`src/rtl/rtc_pkg.sv`:
```
// Shared definitions for the RTC bus sequencer and the write/read controllers
// that sit beside it: state encoding and timing defaults.
package rtc_pkg;

    typedef enum logic [1:0] {
        ST_IDLE = 2'd0,
        ST_RUN  = 2'd1,
        ST_GAP  = 2'd2,
        ST_DONE = 2'd3
    } seq_state_t;

    localparam int GAP_CYCLES_DEF = 2;
    localparam int TIMEOUT_DEF    = 127;

endpackage

```
`src/rtl/rtc_bus_sequencer.sv`:
```
// Sequences single writes and burst reads on the RTC bus.
// The timing generator beside it provides the phase flags and the end-of-transfer pulse.
module rtc_bus_sequencer
    import rtc_pkg::*;
#(
    parameter int GAP_CYCLES = GAP_CYCLES_DEF,
    parameter int TIMEOUT    = TIMEOUT_DEF
) (
    input  logic       clk,
    input  logic       reset,
    input  logic       req_wr,
    input  logic       req_rd,
    input  logic [7:0] req_addr,
    input  logic [7:0] req_data,
    input  logic [2:0] req_len,
    input  logic       DIR1,
    input  logic       DAT1,
    input  logic       DAT_LECT,
    input  logic       cambio_est2,
    input  logic [7:0] dato_in,
    output logic       En_Esc,
    output logic       En_Lect,
    output logic [7:0] dato_out,
    output logic [7:0] rd_data,
    output logic       rd_valid,
    output logic       busy,
    output logic       done,
    output logic       error
);

    localparam int GW = $clog2(GAP_CYCLES + 2);
    localparam int WW = $clog2(TIMEOUT + 2);
    localparam logic [GW-1:0] GAP_LAST = GW'(GAP_CYCLES - 1);
    localparam logic [WW-1:0] WD_LAST  = WW'(TIMEOUT - 1);

    seq_state_t    state;
    logic          op_wr;
    logic          loaded;
    logic          aborting;
    logic [7:0]    addr;
    logic [7:0]    wdata;
    logic [2:0]    remaining;
    logic [GW-1:0] gap_cnt;
    logic [WW-1:0] wd_cnt;

    // The address phase needs no action here: dato_out already holds the address.
    logic unused_dir1;
    assign unused_dir1 = DIR1;

    always_ff @(posedge clk or posedge reset) begin
        if (reset) begin
            state     <= ST_IDLE;
            op_wr     <= 1'b0;
            loaded    <= 1'b0;
            aborting  <= 1'b0;
            addr      <= '0;
            wdata     <= '0;
            remaining <= '0;
            gap_cnt   <= '0;
            wd_cnt    <= '0;
            En_Esc    <= 1'b0;
            En_Lect   <= 1'b0;
            dato_out  <= '0;
            rd_data   <= '0;
            rd_valid  <= 1'b0;
            busy      <= 1'b0;
            done      <= 1'b0;
            error     <= 1'b0;
        end else begin
            rd_valid <= 1'b0;
            done     <= 1'b0;
            error    <= 1'b0;
            case (state)
                ST_IDLE: begin
                    if (req_wr || req_rd) begin
                        op_wr     <= req_wr;
                        addr      <= req_addr;
                        wdata     <= req_data;
                        remaining <= req_wr ? 3'd0 : req_len;
                        dato_out  <= req_addr;
                        En_Esc    <= req_wr;
                        En_Lect   <= !req_wr;
                        busy      <= 1'b1;
                        wd_cnt    <= '0;
                        loaded    <= 1'b0;
                        aborting  <= 1'b0;
                        state     <= ST_RUN;
                    end
                end
                ST_RUN: begin
                    if (op_wr && DAT1 && !loaded) begin
                        dato_out <= wdata;
                        loaded   <= 1'b1;
                    end
                    if (!op_wr && DAT_LECT)
                        rd_data <= dato_in;
                    if (cambio_est2) begin
                        En_Esc   <= 1'b0;
                        En_Lect  <= 1'b0;
                        rd_valid <= !op_wr;
                        gap_cnt  <= '0;
                        state    <= ST_GAP;
                    end else if (wd_cnt == WD_LAST) begin
                        // Watchdog expiry drops the rest of the burst; the gap still runs
                        // so the timing generator sees its enable released cleanly.
                        En_Esc   <= 1'b0;
                        En_Lect  <= 1'b0;
                        error    <= 1'b1;
                        aborting <= 1'b1;
                        gap_cnt  <= '0;
                        state    <= ST_GAP;
                    end else begin
                        wd_cnt <= wd_cnt + 1'b1;
                    end
                end
                ST_GAP: begin
                    if (gap_cnt == GAP_LAST) begin
                        if (aborting) begin
                            busy  <= 1'b0;
                            state <= ST_IDLE;
                        end else if (remaining != 3'd0) begin
                            remaining <= remaining - 3'd1;
                            addr      <= addr + 8'd1;
                            dato_out  <= addr + 8'd1;
                            En_Esc    <= op_wr;
                            En_Lect   <= !op_wr;
                            wd_cnt    <= '0;
                            loaded    <= 1'b0;
                            state     <= ST_RUN;
                        end else begin
                            done  <= 1'b1;
                            state <= ST_DONE;
                        end
                    end else begin
                        gap_cnt <= gap_cnt + 1'b1;
                    end
                end
                ST_DONE: begin
                    busy  <= 1'b0;
                    state <= ST_IDLE;
                end
                default: state <= ST_IDLE;
            endcase
        end
    end

endmodule

```
`config.mk`:
```
export PLATFORM = sky130hd
export DESIGN_NAME = rtc_bus_sequencer
export DESIGN_NICKNAME = d
export VERILOG_FILES = /design/src/rtl/rtc_pkg.sv /design/src/rtl/rtc_bus_sequencer.sv
export SDC_FILE = /design/constraint.sdc
export NUM_CORES = 1
export LEC_CHECK = 0
export BUFFER_PORTS_ARGS = -buffer_cell sky130_fd_sc_hd__buf_2
export CORE_MARGIN = 2
export CORE_UTILIZATION = 55
export DETAILED_ROUTE_END_ITERATION = 8
export GPL_ROUTABILITY_DRIVEN = 0
export PLACE_DENSITY = 0.86
export SETUP_SLACK_MARGIN = 0.3
export SLEW_MARGIN = 20
export SYNTH_ARGS = -nofsm -noshare
export SYNTH_HDL_FRONTEND = slang
export SYNTH_SLANG_ARGS = --single-unit
```
`constraint.sdc`:
```
create_clock -name clk -period 2.25 [get_ports clk]
set_input_delay 0.45 -clock clk [delete_from_list [all_inputs] [get_ports clk]]
set_output_delay 0.45 -clock clk [all_outputs]
set_load 0.02 [all_outputs]
```
==> flow_metrics.tcl, run 1 <==
set metrics [dict create \
    cp.arrival_ns 2.38 \
    place_ws_ns 0.00574 \
    syn_avg_cell_area_sq_um 9.52 \
    drc 0 \
    crit-reg2reg-capture "wd_cnt[4]$_DFFE_PP0P_" \
    synth_cells 315 \
    clk_pin_slew_worst_paths_ns 0.10 \
    cts-root-buf "clkbuf_8" \
    ys_warn_count 0 \
    crit_type "register to register" \
    hold_class "input port to asynchronous set/reset pin" \
    cap_violations 0 \
    period_minus_slack_ns 2.12 \
    start_util_pct 58.0 \
    cts-buffers-inserted 5 \
    finalHoldViolCount 0 \
    whs_ns 0.168 \
    grt_pass1_wl_mm 12.1 \
    nNetsFinal 428 \
    setup_viol 0 \
    die_h_um 77.8 \
    ys_types 49 \
    fin_ws_ns 0.131 \
    antenna_found_initial 0 \
    die_w_um 77.8 \
    slew_headroom_pct 68.0 \
    synth_edf_count 0 \
    ant_nets 0 \
    period_share_pct 94.2 \
    filler_cell_count 385 \
    synth_compound_area_share_pct 17.6 \
    cts.sinks 56 \
    n_antenna_cell 0 \
    skew_ns 0.00928 \
    fmax_mhz 472 \
    grt_max_degree 57 \
    crit_path_max_fanout 5 \
    ys_seq_elements 56 \
    io_buffer_count 55 \
    cts_tree "built" \
    num_vias 2709 \
    finalSetupTns_ns 0 \
    p_leak_nw 1.74 \
    place_hpwl_mm 4.71 \
    rows 26 \
    clk_latency_ns 0.32 \
    wirelength_mm 7.86 \
    grt_usage_pct 25.3 \
    clockBufferDepth 2 \
    placed_area_sq_mm 0.00340 \
    netlist_area_sq_mm 0.00300 \
    synth-main-ff-cell "dfrtp_1" \
    endpoint_kind "register" \
    area_delta_synth_final_pct 24.4 \
    yosysSeqAreaShare_pct 46.7 \
    rsz0062_at_grt "true" \
    slew_violations 0 \
    p_per_area_mw_per_mm2 1570 \
    synth_nets 360 \
    async_flop_share_pct 100 \
    synth_top_family_by_area "simple AND/OR/NAND/NOR gates" \
    drt_iter0_drc 246 \
    yosys.area_share.xor_xnor_pct 1.75 \
    cts-hold-fix-buffers 0 \
    overflow 0 \
    dr.pass1.iters 5 \
    synthAdderAreaFrac_pct 4.17 \
    final_area_sq_mm 0.00373 \
    synth.area.mux_share_pct 7.34 \
    grt_pass1_vias 2652 \
    coreArea_sq_mm 0.00517 \
    ir_drop_v 0.000674 \
    tightest_slew_ns 0.477 \
    crit_required_ns 2.51 \
    viasPerCell 5.97 \
    status "completed" \
    ff2ff_setup_slack_ns 0.13 \
    pin_count 57 \
    yosys.area_share.simple_pct 17.6 \
    drive_above_1_share_pct 34.9 \
    wl_per_cell_um 17.3 \
    reg2reg_from "state[0]$_DFFE_PP0P_" \
    rr_worst_depth 9 \
    ctsHtreeMaxLevel 2 \
    fp.dieArea_sq_mm 0.00606 \
    cp-start-kind "register" \
]
## area by class of cell
| cell class | count | area, sq um | share of cell area, % |
|---|---|---|---|
| Multi-Input combinational cell | 223 | 1570 | 42.1 |
| Clock inverter | 2 | 38.8 | 1.04 |
| Timing Repair Buffer | 79 | 483 | 12.9 |
| Inverter | 18 | 67.6 | 1.81 |
| Tap cell | 70 | 87.6 | 2.35 |
| Clock buffer | 6 | 82.6 | 2.21 |
| Sequential cell | 56 | 1400 | 37.6 |
## cell usage in the layout, fill, tap and decap left out, types with 3 or more instances in the layout
cell type	Yosys	final
xor2_1	4	4
a21oi_1	22	19
o31ai_1	8	6
nand4_1	6	6
nand3_1	8	7
inv_1	18	16
mux2_2	16	16
buf_2	0	55
o21ai_0	32	30
a31oi_1	4	4
clkbuf_8	0	6
dfrtp_1	56	56
nand2_1	36	35
or3_4	2	3
nand3b_1	3	3
o22ai_1	5	5
or4_4	0	3
buf_6	1	4
a21oi_2	1	3
o21ai_2	0	3
a41oi_1	5	5
and3_1	4	4
buf_4	0	19
ha_1	10	7
nor2_1	17	17
## worst max-delay path, cell delays in order (launching register included)
cell,delay [ns]
dfrtp_1,0.42
inv_2,0.08
ha_4,0.16
nor3b_1,0.13
buf_4,0.15
a21oi_4,0.22
nand4_4,0.18
buf_6,0.16
or4_4,0.48
nand3_2,0.08
## metal layers
metal | routed length (um) | global-route usage, % | vias to the layer above
li1 | - | - | 1264
met1 | 3250 | 32.0 | 1317
met2 | 3840 | 42.2 | 110
met3 | 593 | 5.81 | 18
met4 | 174 | 9.46 | 0
met5 | 0 | 0 | -
## how the worst max path moves through the flow
stage / from / endpoint / slack [ns] / depth (start not counted)
final: state[0]$_DFFE_PP0P_ / wd_cnt[4]$_DFFE_PP0P_ / 0.13 / 9
after global routing: state[0]$_DFFE_PP0P_ / remaining[2]$_DFFE_PP0P_ / 0.07 / 10
after CTS: state[0]$_DFFE_PP0P_ / wd_cnt[7]$_DFFE_PP0P_ / 0.22 / 8
after detailed placement: state[0]$_DFFE_PP0P_ / remaining[0]$_DFFE_PP0P_ / 0.006 / 9
after global placement: state[0]$_DFFE_PP0P_ / remaining[0]$_DFFE_PP0P_ / 0.09 / 9
after floorplan: state[0]$_DFFE_PP0P_ / wd_cnt[4]$_DFFE_PP0P_ / 0.31 / 7
## metrics by stage
| stage | cells | util [%] | power, mW |
|---|---|---|---|
| after detailed placement | 433 | 65.7 | 4.59 |
| after global placement | 433 | 65.7 | 4.48 |
| final | 454 | 72.1 | 5.87 |
| after global routing | 454 | 72.1 | 6.31 |
| after CTS | 451 | 70.0 | 5.56 |
| after floorplan | 315 | - | 3.85 |
## flip-flops by register name (all words and copies together) (netlist names), 2 cells and up
signal	cells
addr	8
state	2
dato_out	8
remaining	3
rd_data	8
wdata	8
gap_cnt	2
wd_cnt	8
## what timing repair did
action                                  in CTS  in global routing
pin swaps                                    4                  5
cloned                                       0                  0
endpoints found under the setup margin      25                 42
buffers inserted                            10                  3
gates resized for setup                      8                 23
## Yosys cell counts, drive strengths merged (3+ instances only)
| library cell | n | area [sq um] |
|---|---|---|
| dfrtp | 56 | 1400 |
| nand2 | 36 | 135 |
| o21ai | 33 | 165 |
| a21oi | 23 | 119 |
| inv | 18 | 67.6 |
| mux2 | 18 | 210 |
| nor2 | 17 | 63.8 |
| clkbuf | 16 | 60.1 |
| ha | 10 | 125 |
| nand3 | 8 | 40.0 |
| nand4 | 8 | 62.6 |
| o31ai | 8 | 60.1 |
| a41oi | 5 | 43.8 |
| o22ai | 5 | 31.3 |
| or3 | 5 | 41.3 |
| or4 | 5 | 41.3 |
| a31oi | 4 | 25.0 |
| and3 | 4 | 25.0 |
| xor2 | 4 | 35.0 |
| and2 | 3 | 21.3 |
| nand3b | 3 | 22.5 |
## cell families (layout without fill, tap and decap cells)
family                     count (synthesis)  count (layout)
DFF                                       56              56
buffers and inverters                     36             105
xor gates and xnor gates                   6               6
adders and majority gates                 10              10
AOI/OAI and AO/OA                         88              88
and+or+nand+nor                          100             100
muxes                                     19              19
## power breakdown
part	total (mW)	internal (mW)	switching (mW)
logic	3.42	1.49	1.93
registers	1.74	1.43	0.314
clock network	0.701	0.364	0.337
Note: power is estimated with default switching activity, not from simulation.
==> run 2: changes to the inputs <==
==> constraint.sdc (replaced) <==
create_clock -name clk -period 2.25 [get_ports clk]
set_input_delay 0.3375 -clock clk [delete_from_list [all_inputs] [get_ports clk]]
set_output_delay 0.3375 -clock clk [all_outputs]
set_load 0.02 [all_outputs]
==> flow_metrics.tcl, run 2 (synthesis gave the netlist of run 1 again) <==
set metrics [dict create \
    wl_per_cell_um 16.8 \
    clk_latency_ns 0.31 \
    endpoint_kind "register" \
    finalSetupTns_ns 0 \
    ctsHtreeMaxLevel 2 \
    crit_chain "inv_2 -> ha_4 -> nor3b_1 -> buf_4 -> a21oi_4 -> nand2_2 -> or3_4 -> mux2_4" \
    ff2ff_setup_slack_ns 0.17 \
    cap_violations 0 \
    n_antenna_cell 0 \
    start_util_pct 58.0 \
    period_share_pct 92.6 \
    slowest_delay_ns 0.40 \
    switching_share_pct 43.7 \
    nNetsFinal 439 \
    grt_usage_pct 25.1 \
    cp_slowest_cell "dfrtp_1" \
    antenna_found_initial 0 \
    p_clk_share_pct 10.7 \
    grt_pass1_wl_mm 12.0 \
    crit_buf_inv 2 \
    endpoint "En_Esc$_DFFE_PP0P_" \
    viasPerCell 6.06 \
    die_h_um 77.8 \
    p_leak_nw 1.81 \
    crit-reg2reg-capture "En_Esc$_DFFE_PP0P_" \
    cp-start-kind "register" \
    coreArea_sq_mm 0.00517 \
    clockBufferDepth 2 \
    slew_headroom_pct 52.0 \
    skew_ns 0.00851 \
    place_hpwl_mm 4.82 \
    dr.pass1.iters 5 \
    ir_drop_v 0.000725 \
    power_switching_mw 2.70 \
    fp.dieArea_sq_mm 0.00606 \
    whs_ns 0.222 \
    cts-buffers-inserted 5 \
    rr_worst_depth 8 \
    combPwrFrac_pct 61.1 \
    reg2reg_from "state[0]$_DFFE_PP0P_" \
    grt_max_degree 57 \
    pin_count 57 \
    wirelength_mm 7.82 \
    p_int_mw 3.48 \
    crit_cells 8 \
    wl_met3_um 506 \
    drt_iter0_drc 366 \
    p_per_area_mw_per_mm2 1590 \
    overflow 0 \
    die_w_um 77.8 \
    cts-hold-fix-buffers 0 \
    drc 0 \
    tightest_slew_ns 0.714 \
    layout_common_cells "dfrtp_1 (55), buf_2 (55), nand2_1 (34)" \
    cts-root-buf "clkbuf_8" \
    period_minus_slack_ns 2.08 \
    path_delay_family "simple AND/OR/NAND/NOR gates" \
    io_buffer_count 55 \
    rsz0062_at_grt "true" \
    pwr-share-seq_pct 28.2 \
    setup_viol 0 \
    status "completed" \
    hold_class "input port to asynchronous set/reset pin" \
    crit_type "register to register" \
    cts_tree "built" \
    ant_nets 0 \
    rows 26 \
    fmax_mhz 480 \
    drive_above_1_share_pct 39.0 \
    crit_required_ns 2.45 \
    num_vias 2816 \
    grt_pass1_vias 2633 \
    cts.sinks 56 \
    slew_violations 0 \
    top_layer "met4" \
    met2_length_mm 3.94 \
    clk_pin_slew_worst_paths_ns 0.10 \
    cp.arrival_ns 2.28 \
    m1WireLength_mm 3.20 \
    finalHoldViolCount 0 \
    crit_path_max_fanout 4 \
    p_total_mw 6.17 \
    area_delta_synth_final_pct 29.5 \
    crit_start "state[0]$_DFFE_PP0P_" \
]
-- run 2: area by class of cell --
type	count	area (sq um)
multi-input combinational	223	1610
fill	350	1290
sequential	56	1400
clock inverter	2	35.0
tap	70	87.6
timing repair buffer	90	606
inverter	18	67.6
clock buffer	6	72.6
-- run 2: tightest hold or removal path, cell delays in order --
cell	delay, ns
buf_2	0.10
inv_2	0.04
buf_4	0.55
-- run 2: worst min path at each step --
stage / cells past startpoint / end / startpoint / slack, ns
finish: 3 / rd_data[4]$_DFFE_PP0P_ / reset / 0.22
global route: 2 / rd_data[2]$_DFFE_PP0P_ / dato_in[2] / 0.25
CTS: 3 / wdata[5]$_DFFE_PP0P_ / reset / 0.24
detailed placement: 2 / dato_out[3]$_DFFE_PP0P_ / dato_out[3]$_DFFE_PP0P_ / 0.46
global placement: 2 / dato_out[4]$_DFFE_PP0P_ / dato_out[4]$_DFFE_PP0P_ / 0.46
floorplan: 1 / wdata[7]$_DFFE_PP0P_ / wdata[7]$_DFFE_PP0P_ / 0.48
-- run 2: power groups by stage --
stage / Clock [mW] / Sequential, mW / Combinational [mW]
after floorplan: 0 / 1.88 / 1.98
after global placement: 0 / 1.73 / 2.80
after detailed placement: 0 / 1.75 / 2.90
after CTS: 0.659 / 1.73 / 3.22
after global routing: 0.695 / 1.80 / 4.10
final: 0.658 / 1.74 / 3.77
-- run 2: stage by stage --
step	setup WS [ns]	cells	instance area [sq um]	util, %
after floorplan	0.306	315	3010	-
after global placement	0.102	436	3410	65.8
after detailed placement	0.0531	436	3410	65.8
after CTS	0.289	454	3650	70.7
after global routing	0.0966	465	3880	75.1
final	0.168	465	3880	75.1
-- run 2: timing repair --
item	4_1_cts	5_1_grt
gates cloned	0	2
resized for setup	17	32
buffers inserted	10	9
setup endpoints to repair	26	29
hold endpoints to repair	0	0
pin swaps	2	10
-- run 2: routing by layer --
metal | up-vias | global-route usage [%]
li1 | 1287 | -
met1 | 1386 | 33.4
met2 | 126 | 41.1
met3 | 17 | 4.30
met4 | 0 | 9.11
met5 | - | 0
